File: config.mk
export PLATFORM = sky130hd
export DESIGN_NAME = expect_pipe
export DESIGN_NICKNAME = d
export VERILOG_FILES = /design/src/rtl/adder_checker_pipe.sv
export SDC_FILE = /design/constraint.sdc
export NUM_CORES = 1
export LEC_CHECK = 0
export BUFFER_PORTS_ARGS = -buffer_cell sky130_fd_sc_hd__buf_2
export CAP_MARGIN = 20
export CORE_AREA = 8 8 45 47
export DETAILED_ROUTE_END_ITERATION = 6
export DIE_AREA = 0 0 53 55
export PLACE_DENSITY_LB_ADDON = 0.12
export RECOVER_POWER = 50
export SYNTH_ARGS = -nofsm -noshare
export SYNTH_HDL_FRONTEND = slang
export SYNTH_SLANG_ARGS = --single-unit
export TNS_END_PERCENT = 10
File: constraint.sdc
create_clock -name clk -period 1.31 [get_ports clk]
set_clock_uncertainty 0.2 [all_clocks]
set_input_delay 0.262 -clock clk [delete_from_list [all_inputs] [get_ports clk]]
set_output_delay 0.262 -clock clk [all_outputs]
set_load 0.05 [all_outputs]
File: src/rtl/adder_checker_pipe.sv
// expect_pipe: LAT-deep shift register of {valid, expected sum}, async active-low clear.
module expect_pipe #(
  parameter int W   = 8,
  parameter int LAT = 1
) (
  input  logic         clk,
  input  logic         rst_n,
  input  logic         i_valid,
  input  logic [W:0]   i_val,
  output logic         o_valid,
  output logic [W:0]   o_val
);
  logic [LAT-1:0] r_v;
  logic [W:0]     r_d [LAT];
  always_ff @(posedge clk or negedge rst_n) begin
    if (!rst_n) begin
      r_v <= '0;
      for (int i = 0; i < LAT; i++) r_d[i] <= '0;
    end else begin
      r_v[0] <= i_valid;
      r_d[0] <= i_val;
      for (int i = 1; i < LAT; i++) begin
        r_v[i] <= r_v[i-1];
        r_d[i] <= r_d[i-1];
      end
    end
  end
  assign o_valid = r_v[LAT-1];
  assign o_val   = r_d[LAT-1];
endmodule

# Word level (Yosys, flattened, before mapping)

Cells that the tools add are included.

Bits in registers: 10
Logic and storage cells: 2

# Logic depth before layout (Yosys ltp)

Gate-level depths: netlist of the first run.

Depth in word-level cells: 0
Mapped depth: 0

# Worst setup path after synthesis of the first run

OpenSTA, ideal clock, no wires.

Kind: reg2out
From: reg r_d (netlist bit o_val[0])
To: out o_val[0]
Data arrival time: 0.586 ns
Path slack: 0.262 ns
Cell stages (with the launch flop): 1
Cells stage by stage: dfrtp_1

RTL lines:

| element                          | line | source |
|---|---|---|
| start: declaration               | 14   | `logic [W:0] r_d [LAT];` |
| start signal: indexed assignment | 24   | `r_d[i] <= r_d[i-1];` |
| end: declaration                 | 11   | `output logic [W:0] o_val` |

No word-level cell between the ends.

# Worst setup path after layout of the first run

From: reg r_d (netlist bit o_val[0])
To: out o_val[0]

No word-level cell between the ends.

==> results of run 1 <==
==> cell families (layout without fill, tap and decap cells) <==
kind of cell           after synthesis  in the layout  share of synthesized area (%)
buffers and inverters                0             36                              0
DFF                                 10             10                            100
==> flip-flops by register name, summed over array words and instances, names as in the netlist <==
register,flops
o_val,9
o_valid,1
==> worst max path at each step <==
stage	slack [ps]	start	end	cells after the start
after detailed placement	280	o_val[2]	o_val[2]	1
after CTS	0.6	o_val[5]	o_val[5]	1
final	30	o_val[0]	o_val[0]	1
after global placement	290	o_val[3]	o_val[3]	1
after global routing	-10	o_val[0]	o_val[0]	1
after floorplan	260	o_val[0]	o_val[0]	0
==> where the power goes <==
group          leakage [nW]  total [mW]  switching [mW]  internal, mW
clock                0.0210       0.269           0.101         0.168
sequential            0.117       0.329         0.00469         0.324
combinational         0.137       0.130          0.0763        0.0540
==> stage by stage <==
step | worst slack [ps] | setup TNS (ps) | utilization (%) | cell area [um^2]
2_1_floorplan | 262 | 0 | - | 250
3_3_place_gp | 292 | 0 | 27.1 | 375
3_5_place_dp | 281 | 0 | 27.1 | 375
4_1_cts | 0.607 | 0 | 38.4 | 532
5_1_grt | -10.1 | -10.1 | 40.0 | 553
6_report | 30.6 | 0 | 40.0 | 553
==> cell type report <==
type	instances	share of cell area (%)
Sequential cell	10	45.2
Timing Repair Buffer	32	44.6
Clock buffer	4	6.56
Tap cell	16	3.62
==> metal layers <==
| metal | wire, um | up-vias | GRT usage, % |
|---|---|---|---|
| li1 | - | 103 | - |
| met1 | 228 | 104 | 5.15 |
| met2 | 321 | 13 | 7.03 |
| met3 | 111 | 0 | 4.01 |
| met4 | 0 | 0 | 6.47 |
| met5 | 0 | - | 0 |
==> synth_stat cells <==
cell type | n | area (um^2)
sky130_fd_sc_hd__dfrtp_1 | 10 | 250
==> repair_timing <==
| action | CTS | global route |
|---|---|---|
| endpoints found under the hold margin | 20 | 0 |
| gates resized for setup | 4 | 13 |
| hold buffers | 11 | 0 |
| endpoints found under the setup margin | 4 | 8 |
==> reports/results.tsv, run 1 <==
metric	value	unit
antenna-diode-count	0	
power_density	1320	mW/mm^2
maxCapViolCount	0	
timing.critical_path.slowest_cell_delay	360	ps
yosysUniqueCellTypes	1	
grt_pass1_vias	221	
ys.warnings.count	0	
nFillCells	140	
number_of_vias_in_the_routed_layout	220	
path_buf_inv	1	
crit_family	flip-flops	
htree_levels	1	
die_height	55	um
cts_tree	yes	
setup_viol	0	
fin_cells	62	
grt_first_pass_wirelength	1060	um
clock_tree.buffer_depth	2	
holdCritPathClass	in -> async	
design.portCount	22	
final_period_minus_worst_setup_slack	1280	ps
floorplan.die_area	0.00292	mm^2
synth-seq-cells	10	
clkSinkCount	10	
grt_antenna_before_repair	0	
timing.final.hold_violations	0	
mappedNetlistArea	250	um^2
register_area	250	um^2
outcome	completed	
worstPathCellList	clkbuf_4	
drt-total-wl	661	um
layout_common_cells	sky130_fd_sc_hd__dlygate4sd3_1 (11), sky130_fd_sc_hd__buf_2 (10), sky130_fd_sc_hd__dfrtp_1 (10)	
timing.critical_path.required	850	ps
power.total	0.728	mW
worst_slew_pin_slew	497	ps
critPathMaxFanout	1	
place_inst	47	
grt_max_degree	11	
holdWs	279	ps
core_area	0.00138	mm^2
fin_crit_sh	97.7	%
initial_drt_pass_iterations	2	
synthCells	10	
fmax	782	MHz
synthesis.nets	22	
worst_setup_hold_path_clk_slew	70	ps
endpoint_kind	output port	
post_cts.repair.setup_buffers	0	
multi_input_combinational_cell_area	0	um^2
mostFrequentLayoutCell	sky130_fd_sc_hd__dlygate4sd3_1	
route.detailed.vias_per_inst	3.55	
ctsRootBufferMaster	sky130_fd_sc_hd__clkbuf_4	
final_net_count	59	
port_buffers	21	
drt_first_iter_violations	1	
rows	14	
cts-buffers-inserted	3	
crit_path_start_kind	flip-flop	
post_route_cells_drive_above_1_share	52.2	%
ys_seq_area_share	100	%
slew_headroom	66.9	%
multi_input_comb_cells	0	
max_vdd_drop	551	uV
arrival_time_at_the_worst_endpoint	820	ps
gp_routability_congestion	0.636	
setup_repair_after_global_routing_missed_its_margin	true	
synthToLayoutAreaGrowth	121	%
power_leakage	0.274	nW
final_max_slew_viols	0	
worst-setup-path-type	reg -> out	
remaining_drc_errors	0	
grt.overflow.total	0	
antenna_violating_nets_post_route	0	
track_usage	5.46	%
detail_route.wl_per_cell	10.7	um
synthesis.area_per_instance	25.0	um^2
initial_utilization	18.1	%
die_w	53	um
worst_path_max_delay_cell	sky130_fd_sc_hd__dfrtp_1	
Note: power is estimated with default switching activity, not from simulation.
==> inputs of run 2 (changes only) <==
--- a/config.mk
+++ b/config.mk
@@ -7,6 +7,8 @@
 export LEC_CHECK = 0
 export BUFFER_PORTS_ARGS = -buffer_cell sky130_fd_sc_hd__buf_2
 export CAP_MARGIN = 20
+export CELL_PAD_IN_SITES_DETAIL_PLACEMENT = 1
+export CELL_PAD_IN_SITES_GLOBAL_PLACEMENT = 2
 export CORE_AREA = 8 8 45 47
 export DETAILED_ROUTE_END_ITERATION = 6
 export DIE_AREA = 0 0 53 55
==> reports/results.tsv, run 2 (synthesis results as in run 1) <==
metric	value	unit	change
clock_tree.buffer_depth	2		unchanged
fin_crit_sh	96.5	%	-1.1 points
initial_utilization	18.1	%	unchanged
grt_pass1_vias	248		+12%
endpoint_kind	output port		
rows	14		unchanged
final.setup.tns	0	ps	unchanged
post_route_cells_drive_above_1_share	48.9	%	-3.3 points
die_w	53	um	unchanged
place_inst	47		unchanged
power.total	0.648	mW	-11%
seqPwrFrac	50.9	%	+5.7 points
power_density	1210	mW/mm^2	-7.9%
holdCritPathClass	in -> async		
swShare	25.5	%	+0.60 points
setup_repair_after_global_routing_missed_its_margin	false		
worst_slew_pin_slew	474	ps	-22.9 ps
final_net_count	59		unchanged
track_usage	6.35	%	+0.89 points
core_area	0.00138	mm^2	unchanged
port_buffers	21		unchanged
route.detailed.vias_per_inst	3.54		-0.21%
die_height	55	um	unchanged
final_critical_path_setup_slack	45.3	ps	+14.7 ps
crit_path_start_kind	flip-flop		
layout_common_cells	sky130_fd_sc_hd__dlygate4sd3_1 (11), sky130_fd_sc_hd__dfrtp_1 (10), sky130_fd_sc_hd__buf_2 (9), sky130_fd_sc_hd__buf_4 (9), sky130_fd_sc_hd__clkbuf_4 (3)		
final_period_minus_worst_setup_slack	1260	ps	-14.7 ps
timing.final.hold_violations	0		unchanged
crit_cells	1		unchanged
design.portCount	22		unchanged
critPathMaxFanout	1		unchanged
maxCapViolCount	0		unchanged
number_of_vias_in_the_routed_layout	216		-1.8%
arrival_time_at_the_worst_endpoint	800	ps	-20 ps
synthToLayoutAreaGrowth	113	%	
final_cell_area	534	um^2	-3.4%
crit_family	flip-flops		
antenna-diode-count	0		unchanged
switching_power	0.165	mW	-8.9%
cts_tree	yes		
worst_path_max_delay_cell	sky130_fd_sc_hd__dfrtp_1		
number_of_flip_flops_under_the_largest_register_name	9		unchanged
nFillCells	150		+7.1%
drt_first_iter_violations	1		unchanged
worstPathCellList	buf_4		
grt_max_degree	11		unchanged
fmax	791	MHz	+1.2%
clkSinkCount	10		unchanged
max_vdd_drop	486	uV	-12%
setup_viol	0		unchanged
internal_power	0.483	mW	-12%
layout.core_utilization	38.6	%	-1.4 points
grt_antenna_before_repair	0		unchanged
post_cts.repair.setup_buffers	0		unchanged
register_area	250	um^2	unchanged
mostFrequentLayoutCell	sky130_fd_sc_hd__dlygate4sd3_1		
gp_routability_congestion	0.626		-1.6%
grt_first_pass_wirelength	1260	um	+19%
timing.critical_path.required	850	ps	about the same
remaining_drc_errors	0		unchanged
drt-total-wl	744	um	+13%
share_comb_of_total_power	20.2	%	+2.3 points
detail_route.wl_per_cell	12.2	um	+14%
worst_setup_hold_path_clk_slew	50	ps	-20 ps
antenna_violating_nets_post_route	0		unchanged
multi_input_combinational_cell_area	0	um^2	unchanged
ctsRootBufferMaster	sky130_fd_sc_hd__clkbuf_4		
slew_headroom	68.4	%	+1.5 points
path_buf_inv	1		unchanged
initial_drt_pass_iterations	2		unchanged
worst-setup-path-type	reg -> out		
htree_levels	1		unchanged
placed_area	375	um^2	unchanged
multi_input_comb_cells	0		unchanged
grt.overflow.total	0		unchanged
cts-buffers-inserted	3		unchanged
holdWs	282	ps	+2.49 ps
outcome	completed		
timing.critical_path.slowest_cell_delay	370	ps	about the same
power_leakage	0.263	nW	-4.0%
place_ws	260	ps	-20.8 ps
part_of_the_total_power_dissipated_in_the_clock_network	29.0	%	-7.9 points
final_max_slew_viols	0		unchanged
floorplan.die_area	0.00292	mm^2	unchanged
fin_cells	61		-1.6%
==> run 2: power by group through the flow <==
stage	registers (mW)	clock network, mW	logic (mW)
3_3_place_gp	0.334	0	0.0977
5_1_grt	0.331	0.224	0.139
2_1_floorplan	0.392	0	0
6_report	0.330	0.188	0.131
4_1_cts	0.329	0.197	0.124
3_5_place_dp	0.334	0	0.0981
==> run 2: how the worst max path moves through the flow <==
stage	start	endpoint	slack, ps
global route	o_val[1]	o_val[1]	2
detailed placement	o_val[2]	o_val[2]	260
floorplan	o_val[0]	o_val[0]	260
global placement	o_val[2]	o_val[2]	280
CTS	o_val[1]	o_val[1]	0.2
finish	o_val[7]	o_val[7]	50
==> run 2: repair_timing <==
action,in CTS,in global routing
endpoints found under the setup margin,1,10
hold buffers,11,0
pin swaps,0,0
resized for setup,1,19
endpoints found under the hold margin,20,0
==> run 2: metal layers <==
layer	wire length, um	part of all wire [%]	GRT usage, %	vias up
li1	-	-	-	100
met1	322	43	7.51	90
met2	241	32	7.23	24
met3	166	22	5.61	2
met4	14	1.9	3.88	0
met5	0	0	0	-
==> run 2: area by class of cell <==
| type | count | area share (%) |
|---|---|---|
| Timing Repair Buffer | 32 | 45.2 |
| Clock buffer | 3 | 4.22 |
| Sequential cell | 10 | 46.8 |
| Tap cell | 16 | 3.75 |
==> inputs of run 3 (changes only) <==
--- a/config.mk
+++ b/config.mk
@@ -5,13 +5,13 @@
 export SDC_FILE = /design/constraint.sdc
 export NUM_CORES = 1
 export LEC_CHECK = 0
-export BUFFER_PORTS_ARGS = -buffer_cell sky130_fd_sc_hd__buf_2
 export CAP_MARGIN = 20
 export CELL_PAD_IN_SITES_DETAIL_PLACEMENT = 1
 export CELL_PAD_IN_SITES_GLOBAL_PLACEMENT = 2
 export CORE_AREA = 8 8 45 47
 export DETAILED_ROUTE_END_ITERATION = 6
 export DIE_AREA = 0 0 53 55
+export DONT_BUFFER_PORTS = 1
 export PLACE_DENSITY_LB_ADDON = 0.12
 export RECOVER_POWER = 50
 export SYNTH_ARGS = -nofsm -noshare
==> reports/results.tsv, run 3 (synthesis results as in run 1) <==
metric	value	unit	change
track_usage	6.73	%	+0.38 points
die_height	55	um	unchanged
timing.final.hold_violations	0		unchanged
post_route_cells_drive_above_1_share	40.0	%	-8.9 points
crit_path_start_kind	flip-flop		
nFillCells	143		-4.7%
critPathMaxFanout	1		unchanged
initial_utilization	18.1	%	unchanged
remaining_drc_errors	0		unchanged
port_buffers	0		-100%
part_of_the_total_power_dissipated_in_the_clock_network	37.2	%	+8.2 points
floorplan.die_area	0.00292	mm^2	unchanged
fmax	781	MHz	-1.2%
register_area	250	um^2	unchanged
worstPathCellList	buf_6		
synthToLayoutAreaGrowth	110	%	
layout_common_cells	sky130_fd_sc_hd__dlygate4sd3_1 (11), sky130_fd_sc_hd__dfrtp_1 (10), sky130_fd_sc_hd__buf_6 (9)		
slew_headroom	70.9	%	+2.5 points
crit_end	o_val[1]		
final_net_count	48		-19%
worst_slew_pin_slew	434	ps	-39.3 ps
final_period_minus_worst_setup_slack	1280	ps	+15.3 ps
timing.critical_path.required	850	ps	about the same
final.setup.tns	0	ps	unchanged
mostFrequentLayoutCell	sky130_fd_sc_hd__dlygate4sd3_1		
cts_tree	yes		
final_max_slew_viols	0		unchanged
share_comb_of_total_power	17.2	%	-3.0 points
grt_max_degree	11		unchanged
clock_tree.buffer_depth	2		unchanged
outcome	completed		
path_buf_inv	1		unchanged
cts-buffers-inserted	3		unchanged
drt_first_iter_violations	0		-1
gp_routability_congestion	0.626		about the same
maxCapViolCount	0		unchanged
grt_antenna_before_repair	0		unchanged
core_area	0.00138	mm^2	unchanged
route.detailed.vias_per_inst	3.86		+9.1%
power_leakage	0.243	nW	-7.8%
post_cts.repair.setup_buffers	0		unchanged
holdCritPathClass	in -> async		
worst_setup_hold_path_clk_slew	60	ps	about the same
worst-setup-path-type	reg -> out		
design.portCount	22		unchanged
endpoint_kind	output port		
drt-total-wl	814	um	+9.4%
arrival_time_at_the_worst_endpoint	820	ps	+20 ps
number_of_vias_in_the_routed_layout	197		-8.8%
multi_input_comb_cells	0		unchanged
detail_route.wl_per_cell	16.0	um	+31%
rows	14		unchanged
crit_cells	1		unchanged
setup_repair_after_global_routing_missed_its_margin	true		
clkSinkCount	10		unchanged
antenna-diode-count	0		unchanged
layout.core_utilization	38.0	%	-0.63 points
initial_drt_pass_iterations	1		-1
grt_pass1_vias	254		+2.4%
fin_crit_sh	97.7	%	+1.2 points
placed_area	345	um^2	-8.0%
internal_power	0.544	mW	+13%
grt_first_pass_wirelength	1270	um	+0.55%
multi_input_combinational_cell_area	0	um^2	unchanged
timing.critical_path.slowest_cell_delay	390	ps	+20 ps
number_of_flip_flops_under_the_largest_register_name	9		unchanged
ctsRootBufferMaster	sky130_fd_sc_hd__clkbuf_4		
htree_levels	1		unchanged
antenna_violating_nets_post_route	0		unchanged
final_cell_area	526	um^2	-1.6%
swShare	25.4	%	-0.15 points
die_w	53	um	unchanged
max_vdd_drop	550	uV	+13%
setup_viol	0		unchanged
switching_power	0.185	mW	+12%
power_density	1390	mW/mm^2	+14%
seqPwrFrac	45.6	%	-5.3 points
grt.overflow.total	0		unchanged
worst_path_max_delay_cell	sky130_fd_sc_hd__dfrtp_1		
startpoint	o_val[1]		
crit_family	flip-flops		
## run 3: final cells by class
type                  count  share of cell area [%]
timing repair buffer     21                    41.7
clock buffer              4                    6.90
tap                      16                    3.81
sequential               10                    47.6
## run 3: worst min-delay path by stage
stage | start | end | slack, ps | cells past startpoint
after floorplan | rst_n | o_val[0] | -230 | 0
after global placement | rst_n | o_valid | -230 | 0
after detailed placement | rst_n | o_val[0] | -230 | 0
after CTS | rst_n | o_val[7] | 180 | 1
after global routing | rst_n | o_val[7] | 180 | 1
final | rst_n | o_val[7] | 170 | 1
## run 3: routing by layer
| layer | up-vias | global-route usage, % | wire length (um) |
|---|---|---|---|
| li1 | 81 | - | - |
| met1 | 88 | 7.02 | 383 |
| met2 | 24 | 8.01 | 287 |
| met3 | 4 | 5.61 | 119 |
| met4 | 0 | 6.47 | 23 |
| met5 | - | 0 | 0 |
## run 3: what timing repair did
action                     4_1_cts  5_1_grt
hold buffers                    11        0
hold endpoints to repair        20        0
setup endpoints to repair        1        9
resized for setup                1        8
## run 3: stage by stage
stage | std cells | hold WS (ps) | total power, mW | worst slack (ps)
after floorplan | 10 | -234 | 0.392 | 262
after global placement | 36 | -233 | 0.421 | 326
after detailed placement | 36 | -233 | 0.423 | 294
after CTS | 51 | 178 | 0.734 | 4.81
after global routing | 51 | 177 | 0.771 | -11.7
final | 51 | 170 | 0.729 | 30.0
## run 3: power groups by stage
| stage | registers [mW] | logic (mW) | clock network (mW) |
|---|---|---|---|
| 2_1_floorplan | 0.392 | 0 | 0 |
| 3_5_place_dp | 0.336 | 0.0868 | 0 |
| 4_1_cts | 0.330 | 0.120 | 0.284 |
| 3_3_place_gp | 0.334 | 0.0869 | 0 |
| 5_1_grt | 0.334 | 0.131 | 0.306 |
| 6_report | 0.333 | 0.125 | 0.271 |
